[config.mk]
export PLATFORM = sky130hd
export DESIGN_NAME = dac_sample_sequencer
export DESIGN_NICKNAME = d
export VERILOG_FILES = /design/src/rtl/dac_sample_sequencer_pkg.sv /design/src/rtl/dac_sample_sequencer_fifo.sv /design/src/rtl/dac_sample_sequencer.sv
export SDC_FILE = /design/constraint.sdc
export NUM_CORES = 1
export LEC_CHECK = 0
export CAP_MARGIN = 5
export CORE_UTILIZATION = 40
export DETAILED_ROUTE_END_ITERATION = 6
export SLEW_MARGIN = 20
export SYNTH_ARGS = -nofsm -noshare
export SYNTH_HDL_FRONTEND = slang
export SYNTH_SLANG_ARGS = --single-unit
[constraint.sdc]
create_clock -name CLK -period 4.05 [get_ports CLK]
set_clock_uncertainty 0.15 [all_clocks]
set_input_delay 0.81 -clock CLK [delete_from_list [all_inputs] [get_ports CLK]]
set_output_delay 0.81 -clock CLK [all_outputs]
set_load 0.02 [all_outputs]
[src/rtl/dac_sample_sequencer_pkg.sv]
// ---------------------------------------------------------------------------
// dac_sample_sequencer_pkg
//   Shared helpers for the DAC sample sequencer slice.
//   - ch_idx_w : width of a channel index, never less than one bit
//   - lvl_w    : width of a FIFO occupancy count (must be able to hold DEPTH)
//   - midscale : the code 1 << (dw-1), loaded on underflow in midscale mode
// ---------------------------------------------------------------------------
package dac_sample_sequencer_pkg;

   function automatic int ch_idx_w(input int nch);
      return (nch > 1) ? $clog2(nch) : 1;
   endfunction

   function automatic int lvl_w(input int depth);
      return $clog2(depth) + 1;
   endfunction

   function automatic logic [31:0] midscale(input int dw);
      return 32'd1 << (dw - 1);
   endfunction

endpackage

[src/rtl/dac_sample_sequencer_fifo.sv]
// ---------------------------------------------------------------------------
// sample_fifo
//   Synchronous FIFO holding samples from the core until the sequencer
//   releases them. Occupancy is kept in its own up/down counter so it does
//   not depend on pointer arithmetic; pointers wrap naturally (DEPTH is a
//   power of two). The head word is presented combinationally on rdata.
//
//   Ports:
//     clk, rst_n  clock, asynchronous active-low reset
//     push, wdata write request and data (ignored when full)
//     pop         read request (ignored when empty)
//     rdata       current head word
//     full, empty occupancy flags from the registered level
//     level       number of stored words, 0..DEPTH
// ---------------------------------------------------------------------------
module sample_fifo
   import dac_sample_sequencer_pkg::*;
#(
   parameter int DW    = 10,
   parameter int DEPTH = 8
) (
   input  logic                       clk,
   input  logic                       rst_n,
   input  logic                       push,
   input  logic [DW-1:0]              wdata,
   input  logic                       pop,
   output logic [DW-1:0]              rdata,
   output logic                       full,
   output logic                       empty,
   output logic [lvl_w(DEPTH)-1:0]    level
);

   localparam int AW = $clog2(DEPTH);
   localparam int LW = lvl_w(DEPTH);

   logic [DW-1:0] mem_q [DEPTH];
   logic [AW-1:0] wr_ptr_q, wr_ptr_d;
   logic [AW-1:0] rd_ptr_q, rd_ptr_d;
   logic [LW-1:0] level_q, level_d;
   logic          do_push, do_pop;

   assign full    = (level_q == LW'(DEPTH));
   assign empty   = (level_q == '0);
   assign do_push = push && !full;
   assign do_pop  = pop && !empty;
   assign rdata   = mem_q[rd_ptr_q];
   assign level   = level_q;

   always_comb begin
      wr_ptr_d = wr_ptr_q;
      rd_ptr_d = rd_ptr_q;
      level_d  = level_q;
      if (do_push) wr_ptr_d = wr_ptr_q + 1'b1;
      if (do_pop)  rd_ptr_d = rd_ptr_q + 1'b1;
      case ({do_push, do_pop})
         2'b10:   level_d = level_q + 1'b1;
         2'b01:   level_d = level_q - 1'b1;
         default: level_d = level_q;
      endcase
   end

   always_ff @(posedge clk or negedge rst_n) begin
      if (!rst_n) begin
         wr_ptr_q <= '0;
         rd_ptr_q <= '0;
         level_q  <= '0;
      end else begin
         wr_ptr_q <= wr_ptr_d;
         rd_ptr_q <= rd_ptr_d;
         level_q  <= level_d;
      end
   end

   // Storage needs no reset: resetting the pointers and level discards it.
   always_ff @(posedge clk) begin
      if (do_push) mem_q[wr_ptr_q] <= wdata;
   end

endmodule

[src/rtl/dac_sample_sequencer.sv]
// ---------------------------------------------------------------------------
// dac_sample_sequencer
//   Buffers core samples in a FIFO and releases one per sample period,
//   distributing them round-robin over NCH DAC channel registers. On a
//   period tick with an empty FIFO the sticky underflow flag is set and the
//   addressed channel either holds (mode_mid=0) or loads midscale (mode_mid=1).
//
//   Ports:
//     CLK, reset_n  PLL clock, asynchronous active-low reset
//     en            enable; low forces divider and channel pointer to 0
//     rate_div      sample period minus one, in CLK cycles
//     mode_mid      underflow mode select
//     in_data/in_valid/in_ready  sample input; a push is in_valid && in_ready
//     clr_uf        clears the underflow flag (a new underflow wins)
//     dac_out       channel registers, channel k at [k*DW +: DW]
//     dac_upd/upd_ch  registered strobe + channel, aligned with dac_out
//     underflow     sticky underflow flag
//     level         FIFO occupancy
//
//   Handshake: in_valid/in_ready follow valid/ready semantics; a word is
//   taken on any rising edge where both are high, and in_ready depends only
//   on registered occupancy, never on in_valid.
// ---------------------------------------------------------------------------
module dac_sample_sequencer
   import dac_sample_sequencer_pkg::*;
#(
   parameter int DW    = 10,
   parameter int NCH   = 2,
   parameter int DEPTH = 8,
   parameter int DIVW  = 16
) (
   input  logic                      CLK,
   input  logic                      reset_n,
   input  logic                      en,
   input  logic [DIVW-1:0]           rate_div,
   input  logic                      mode_mid,
   input  logic [DW-1:0]             in_data,
   input  logic                      in_valid,
   output logic                      in_ready,
   input  logic                      clr_uf,
   output logic [NCH*DW-1:0]         dac_out,
   output logic                      dac_upd,
   output logic [ch_idx_w(NCH)-1:0]  upd_ch,
   output logic                      underflow,
   output logic [lvl_w(DEPTH)-1:0]   level
);

   localparam int            CHW = ch_idx_w(NCH);
   localparam logic [DW-1:0] MID = DW'(midscale(DW));

   logic [DIVW-1:0]   cnt_q, cnt_d;
   logic [CHW-1:0]    ch_ptr_q, ch_ptr_d;
   logic [NCH*DW-1:0] dac_q, dac_d;
   logic              upd_q, upd_d;
   logic [CHW-1:0]    upd_ch_q, upd_ch_d;
   logic              uf_q, uf_d;

   logic              fifo_full, fifo_empty;
   logic [DW-1:0]     fifo_rdata;
   logic              push, tick, pop;
   logic              wr_en;
   logic [DW-1:0]     wr_val;

   assign in_ready = !fifo_full;
   assign push     = in_valid && in_ready;
   // Compared live: a rate_div lowered below cnt lets cnt run through the
   // full DIVW range before it matches again.
   assign tick     = en && (cnt_q == rate_div);
   // empty is registered, so a word pushed on this edge is not visible here.
   assign pop      = tick && !fifo_empty;

   sample_fifo #(
      .DW    (DW),
      .DEPTH (DEPTH)
   ) u_fifo (
      .clk   (CLK),
      .rst_n (reset_n),
      .push  (push),
      .wdata (in_data),
      .pop   (pop),
      .rdata (fifo_rdata),
      .full  (fifo_full),
      .empty (fifo_empty),
      .level (level)
   );

   always_comb begin
      cnt_d    = cnt_q;
      ch_ptr_d = ch_ptr_q;
      dac_d    = dac_q;
      upd_d    = 1'b0;
      upd_ch_d = upd_ch_q;
      uf_d     = uf_q;
      wr_en    = 1'b0;
      wr_val   = fifo_rdata;

      if (!en) begin
         cnt_d    = '0;
         ch_ptr_d = '0;
      end else if (tick) begin
         cnt_d    = '0;
         ch_ptr_d = (ch_ptr_q == CHW'(NCH - 1)) ? '0 : ch_ptr_q + 1'b1;
      end else begin
         cnt_d    = cnt_q + 1'b1;
      end

      if (pop) begin
         wr_en = 1'b1;
      end else if (tick && mode_mid) begin
         wr_en  = 1'b1;
         wr_val = MID;
      end

      if (tick && fifo_empty) begin
         uf_d = 1'b1;
      end else if (clr_uf) begin
         uf_d = 1'b0;
      end

      if (wr_en) begin
         upd_d    = 1'b1;
         upd_ch_d = ch_ptr_q;
         for (int k = 0; k < NCH; k++) begin
            if (ch_ptr_q == CHW'(k)) dac_d[k*DW +: DW] = wr_val;
         end
      end
   end

   always_ff @(posedge CLK or negedge reset_n) begin
      if (!reset_n) begin
         cnt_q    <= '0;
         ch_ptr_q <= '0;
         dac_q    <= '0;
         upd_q    <= 1'b0;
         upd_ch_q <= '0;
         uf_q     <= 1'b0;
      end else begin
         cnt_q    <= cnt_d;
         ch_ptr_q <= ch_ptr_d;
         dac_q    <= dac_d;
         upd_q    <= upd_d;
         upd_ch_q <= upd_ch_d;
         uf_q     <= uf_d;
      end
   end

   assign dac_out   = dac_q;
   assign dac_upd   = upd_q;
   assign upd_ch    = upd_ch_q;
   assign underflow = uf_q;

endmodule

==> results of run 1 <==
## area by class of cell
cell class              instances  area [um2]
clock inverters                13       136.4
well taps                     176       220.2
repair buffers                 71       675.6
clock buffers                  19       432.9
flip-flops and latches        130        3654
inverters                       7       26.28
fillers                      1106        6407
multi-input cells             179        1690
## final timing paths
kind                                         from                     endpoint  depth (start not counted)
hold / removal                            reset_n          cnt_q[15]$_DFF_PN0_                          1
setup reg to reg               cnt_q[2]$_DFF_PN0_  u_fifo.level[3]$_DFFE_PN0P_                         11
min in group CLK           dac_out[1]$_DFFE_PN0P_       dac_out[1]$_DFFE_PN0P_                          1
hold reg to reg            dac_out[1]$_DFFE_PN0P_       dac_out[1]$_DFFE_PN0P_                          1
max in group asynchronous                 reset_n       dac_out[9]$_DFFE_PN0P_                          2
setup / recovery                      rate_div[2]  u_fifo.level[3]$_DFFE_PN0P_                         12
## report_power, final
part / switching, mW / internal, mW
logic: 0.250 / 0.197
registers: 0.0679 / 1.57
clock network: 0.556 / 0.903
total: 0.874 / 2.67
## per-layer routing
layer	part of all wire, %	GRT usage, %	up-vias
met5	0	0	-
met4	1.5	7.120	0
met3	3.9	5.309	13
met2	48	24.56	63
met1	47	20.97	1517
li1	-	-	1397
## per-stage QoR
stage          worst slack, ps  area [um2]  hold WS [ps]  util (%)
2_1_floorplan            977.1        5436         333.0         -
3_3_place_gp             489.6        6266         325.2     47.32
3_5_place_dp             428.8        6266         327.6     47.32
4_1_cts                  872.4        6835         206.2     51.62
5_1_grt                  682.5        6835         235.7     51.62
6_report                 882.4        6835         198.0     51.62
## placed cells by master (no fill, tap or decap), types with 2 or more instances in the layout
cell and count:
and3_1 5, buf_4 12, bufinv_16 2, clkbuf_1 2, clkbuf_16 17, clkdlybuf4s50_1 58
clkinv_2 4, clkinvlp_4 4, dfrtp_1 50, edfxtp_1 80, ha_1 6, inv_1 7
inv_6 2, mux2_2 2, mux2i_1 10, mux4_2 20, nand2_1 13, nand2b_1 4
nand3_1 4, nand4_1 9, nand4_4 2, nand4b_4 2, nor2_1 27, nor3_1 3
o2bb2ai_1 18, xnor2_1 27, xor2_1 11
## state kept, by name (all words and copies together), names as in the netlist
register         cells
dac_out             20
u_fifo.mem_q        80
u_fifo.level         4
dac_upd              1
cnt_q               16
upd_ch               1
ch_ptr_q             1
u_fifo.wr_ptr_q      3
u_fifo.rd_ptr_q      3
underflow            1
## logic make-up (layout without fill, tap and decap cells)
group / after synthesis / after routing / share of synthesized area, %
flops: 130 / 130 / 67.20
simple gates: 76 / 76 / 8.332
xor+xnor: 38 / 38 / 6.122
mux: 33 / 33 / 10.82
compound gates: 25 / 25 / 3.912
buf+inv: 19 / 110 / 1.864
fa+ha+maj: 7 / 7 / 1.749
## worst max-delay path, delay by kind of cell
family,cells,cell delay [ps]
and+or+nand+nor,4,820
xor gates and xnor gates,3,470
adders and majority gates,2,450
buffers and inverters,1,420
AOI/OAI and AO/OA,2,340
==> results.md, run 1 <==
* Critical-path cell list: clkdlybuf4s50_1, xnor2_1, nand4_1, nor4_4, and3_1, ha_1, ha_1, a21o_1, a21oi_1, xnor2_1, nor2_1, xor2_1
* Fraction of registers with async set/reset at 38.46%
* Final RePlAce weighted congestion at 0.7619
* CTS buffer count at 17
* Internal reg-to-reg setup slack at 1270 ps
* EDFF count, synth at 80
* FF+latch count, synth at 130
* Layout area overhead at 25.73%
* Slew @ Worst Pin at 1006 ps
* Setup TNS at 0 ps
* Max-slew headroom at 32.92%
* Final Non-Filler Cells at 595
* Hold Path Class: input port to async pin
* Initial Util at 41.05%
* Overflow after GRT at 0
* Synth warn at 0
* ANT cells at 0
* Mapped Cells at 328
* Die Ht at 118.6 um
* Vias/cell at 5.025
* Syn_nets at 367
* CP Capture Type: register
* Leakage at 2.477 nW
* Outcome: finished, final reports clean
* Share of layout cells above drive strength 1 at 17.66%
* Post-route DRC at 0
* Achievable Freq at 315.7 MHz
* Antenna violations before repair at 0
* Mapped Area at 5436 um2
* Seq/Total Area, Yosys at 67.20%
* Final Total Pwr at 3.546 mW
* Critical path class: input port to register
* Count of cell types in the netlist at 39
* CTS tree: done
* Fin. max-slew vios at 0
* Startpoint Class: input port
* Die Wd at 118.6 um
* # Max-Cap Violations at 0
* DP Cell Count at 563
* GR Util All Layers at 16.11%
* Final setup violation count at 0
* Routed WL per cell at 17.03 um
* First DRT Iteration DRCs at 246
* First-pass GRT wire length at 16460 um
* Fin crit period at 3168 ps
* Die area at 14060 um2
* Post-synth top area share at 44.19%
* Worst VDD drop at 0.3317 mV
* Pin count of the biggest net entering global routing at 31
* Max H-tree Level at 4
* Unrepaired setup endpoints after global routing: false
* Syn avg cell area at 16.57 um2
* WP data required at 4200 ps
* First-pass DRT Iterations at 4
* Routed Wire Length at 10140 um
* Post-CTS Setup Bufs at 0
* I/O Buffers at 59
* Post-CTS Resized at 0
* Count leader, synth: edfxtp_1
* Final period util at 78.21%
* CORE AREA at 13240 um2
* DR vias at 2990
* Pwr/cell area at 518.8 nW/um2
* Post-DP HPWL at 6587 um
* Commonest cells post-synth: edfxtp_1, dfrtp_1, nor2_1, xnor2_1, mux4_2
* Vias in the first global route at 3086
* Largest buffer count on any clock path at 2
* Clk root buf: clkbuf_16
* Clock transition at path regs at 60 ps
* Endpoints failing hold at 0
* # nets final at 445
* Worst path slowest cell: clkdlybuf4s50_1
* Max incr delay on CP at 420 ps
* Post-synth top flop: edfxtp_1
* Worst-Skew Late Latency at 420 ps
* Area contributors post-synth: edfxtp_1, dfrtp_1, mux4_2, xnor2_1, o2bb2ai_1
* Std cell rows at 42
* # clock sinks at 130
* Area leader, netlist: edfxtp_1
* CTS Hold Bufs at 0
* Critical path arrival at 3320 ps
* IO Pins at 60
* Crit-path max FO at 3
* Remaining antenna violation count after routing at 0
(Power assumes the default switching activity.)
==> run 2, diff against run 1 <==
Clock period 4.05 ns to 2.9 ns, I/O delays scaled along.
==> results.md, run 2 (synthesized netlist as in run 1, its figures left out) <==
* Outcome: finished, final reports clean
* Fin. max-slew vios at 0
* IO Pins at 60
* Routed WL per cell at 16.92 um
* Layout area overhead at 27.23%
* Final WS setup at 108.0 ps
* # nets final at 452
* Remaining antenna violation count after routing at 0
* Most frequent cells in the layout: edfxtp_1, clkdlybuf4s50_1, dfrtp_1
* CTS tree: done
* Max reg flops at 80
* Antenna violations before repair at 0
* First DRT Iteration DRCs at 178
* Post-route DRC at 0
* I/O Buffers at 59
* DP Cell Count at 569
* Post-CTS Setup Bufs at 0
* Final Non-Filler Cells at 602
* Overflow after GRT at 0
* CP Capture Type: register
* Max-slew headroom at 56.14%
* Initial Util at 41.05%
* Critical path class: input port to register
* Worst path slowest cell: clkdlybuf4s50_1
* Clock transition at path regs at 50 ps
* Final setup violation count at 0
* Fin crit period at 2792 ps
* Hold Path Class: register to register
* Busiest layer in global routing: met2
* # clock sinks at 130
* Die Wd at 118.6 um
* Critical path arrival at 2930 ps
* Vias in the first global route at 3112
* Worst VDD drop at 0.3965 mV
* Slew @ Worst Pin at 658.0 ps
* GR Layer Usage met1 at 21.19%
* Post-DP HPWL at 6548 um
* Pwr/cell area at 707.4 nW/um2
* Crit-path max FO at 2
* Clk root buf: clkbuf_16
* Largest buffer count on any clock path at 2
* Setup TNS at 0 ps
* Top cell by count, worst path: xnor2_1
* Critical-path cell list: clkdlybuf4s50_1, xnor2_1, nand4_1, nor4_4, and3_1, ha_2, ha_1, a21o_1, a21oi_2, xnor2_1, nor2_1, xor2_1
* Final period util at 96.28%
* Startpoint Class: input port
* Routed Wire Length at 10190 um
* Met2 usage at 25.29%
* First-pass DRT Iterations at 4
* Max incr delay on CP at 470 ps
* ANT cells at 0
* First-pass GRT wire length at 16790 um
* CTS buffer count at 17
* Final RePlAce weighted congestion at 0.7309
* Achievable Freq at 358.2 MHz
* Die Ht at 118.6 um
* Post-route cell area at 6917 um2
* GRT met3 Usage at 4.681%
* Share of layout cells above drive strength 1 at 18.78%
* Worst-Skew Late Latency at 410 ps
* CORE AREA at 13240 um2
* Std cell rows at 42
* DR vias at 3021
* Pre-CTS setup slack at -429.0 ps
* Endpoints failing hold at 0
* WP data required at 3040 ps
* Pin count of the biggest net entering global routing at 51
* Crit path buf inv count at 1
* Commonest non-fill, non-tap cell in the layout: edfxtp_1
* Most flops, register: u_fifo.mem_q
* GR Util All Layers at 16.19%
* Filler cells at 1089
* Vias/cell at 5.018
* Critical path's top delay family: simple AND/OR/NAND/NOR gates
* Leakage at 2.566 nW
* # Max-Cap Violations at 0
* Placed Area at 6336 um2
* Max H-tree Level at 4
* Die area at 14060 um2
==> run 2: power breakdown <==
group,switching [mW],internal (mW)
sequential,0.0966,2.19
combinational,0.360,0.297
clock,0.775,1.17
total,1.23,3.66
==> run 2: layout make-up <==
cell class	count	area, um2	area share [%]
flip-flops and latches	130	3654	52.82
multi-input cells	179	1704	24.64
repair buffers	78	770.7	11.14
clock buffers	18	429.2	6.205
well taps	176	220.2	3.184
clock inverters	14	112.6	1.628
inverters	7	26.28	0.3799
==> run 2: path summary, 6_finish.rpt <==
kind / startpoint / to / slack, ps / cells past startpoint
min: dac_out[1]$_DFFE_PN0P_ / dac_out[1]$_DFFE_PN0P_ / 340 / 1
min reg2reg: dac_out[1]$_DFFE_PN0P_ / dac_out[1]$_DFFE_PN0P_ / 340 / 1
max: rate_div[15] / u_fifo.level[3]$_DFFE_PN0P_ / 110 / 12
max in group asynchronous: reset_n / u_fifo.level[1]$_DFFE_PN0P_ / 1820 / 3
max reg2reg: cnt_q[13]$_DFF_PN0_ / u_fifo.level[3]$_DFFE_PN0P_ / 190 / 11
min in group asynchronous: reset_n / cnt_q[6]$_DFF_PN0_ / 540 / 3
==> run 2: metal layers <==
metal,routed length [um],vias up
li1,-,1409
met1,4853,1548
met2,4906,52
met3,315,12
met4,109,0
met5,0,-
==> run 2: metrics by stage <==
step	utilization, %	hold WS, ps	power (mW)
final	52.23	335.0	4.893
after global routing	52.23	354.6	5.113
after CTS	52.01	340.0	4.954
after detailed placement	47.85	324.6	2.989
after global placement	47.85	323.4	2.972
after floorplan	-	134.4	2.675
==> run 2: timing repair <==
| item | 4_1_cts | 5_1_grt |
|---|---|---|
| gates resized for setup | 0 | 9 |
| hold buffers | 1 | 0 |
| endpoints found under the setup margin | 0 | 2 |
| endpoints found under the hold margin | 2 | 0 |
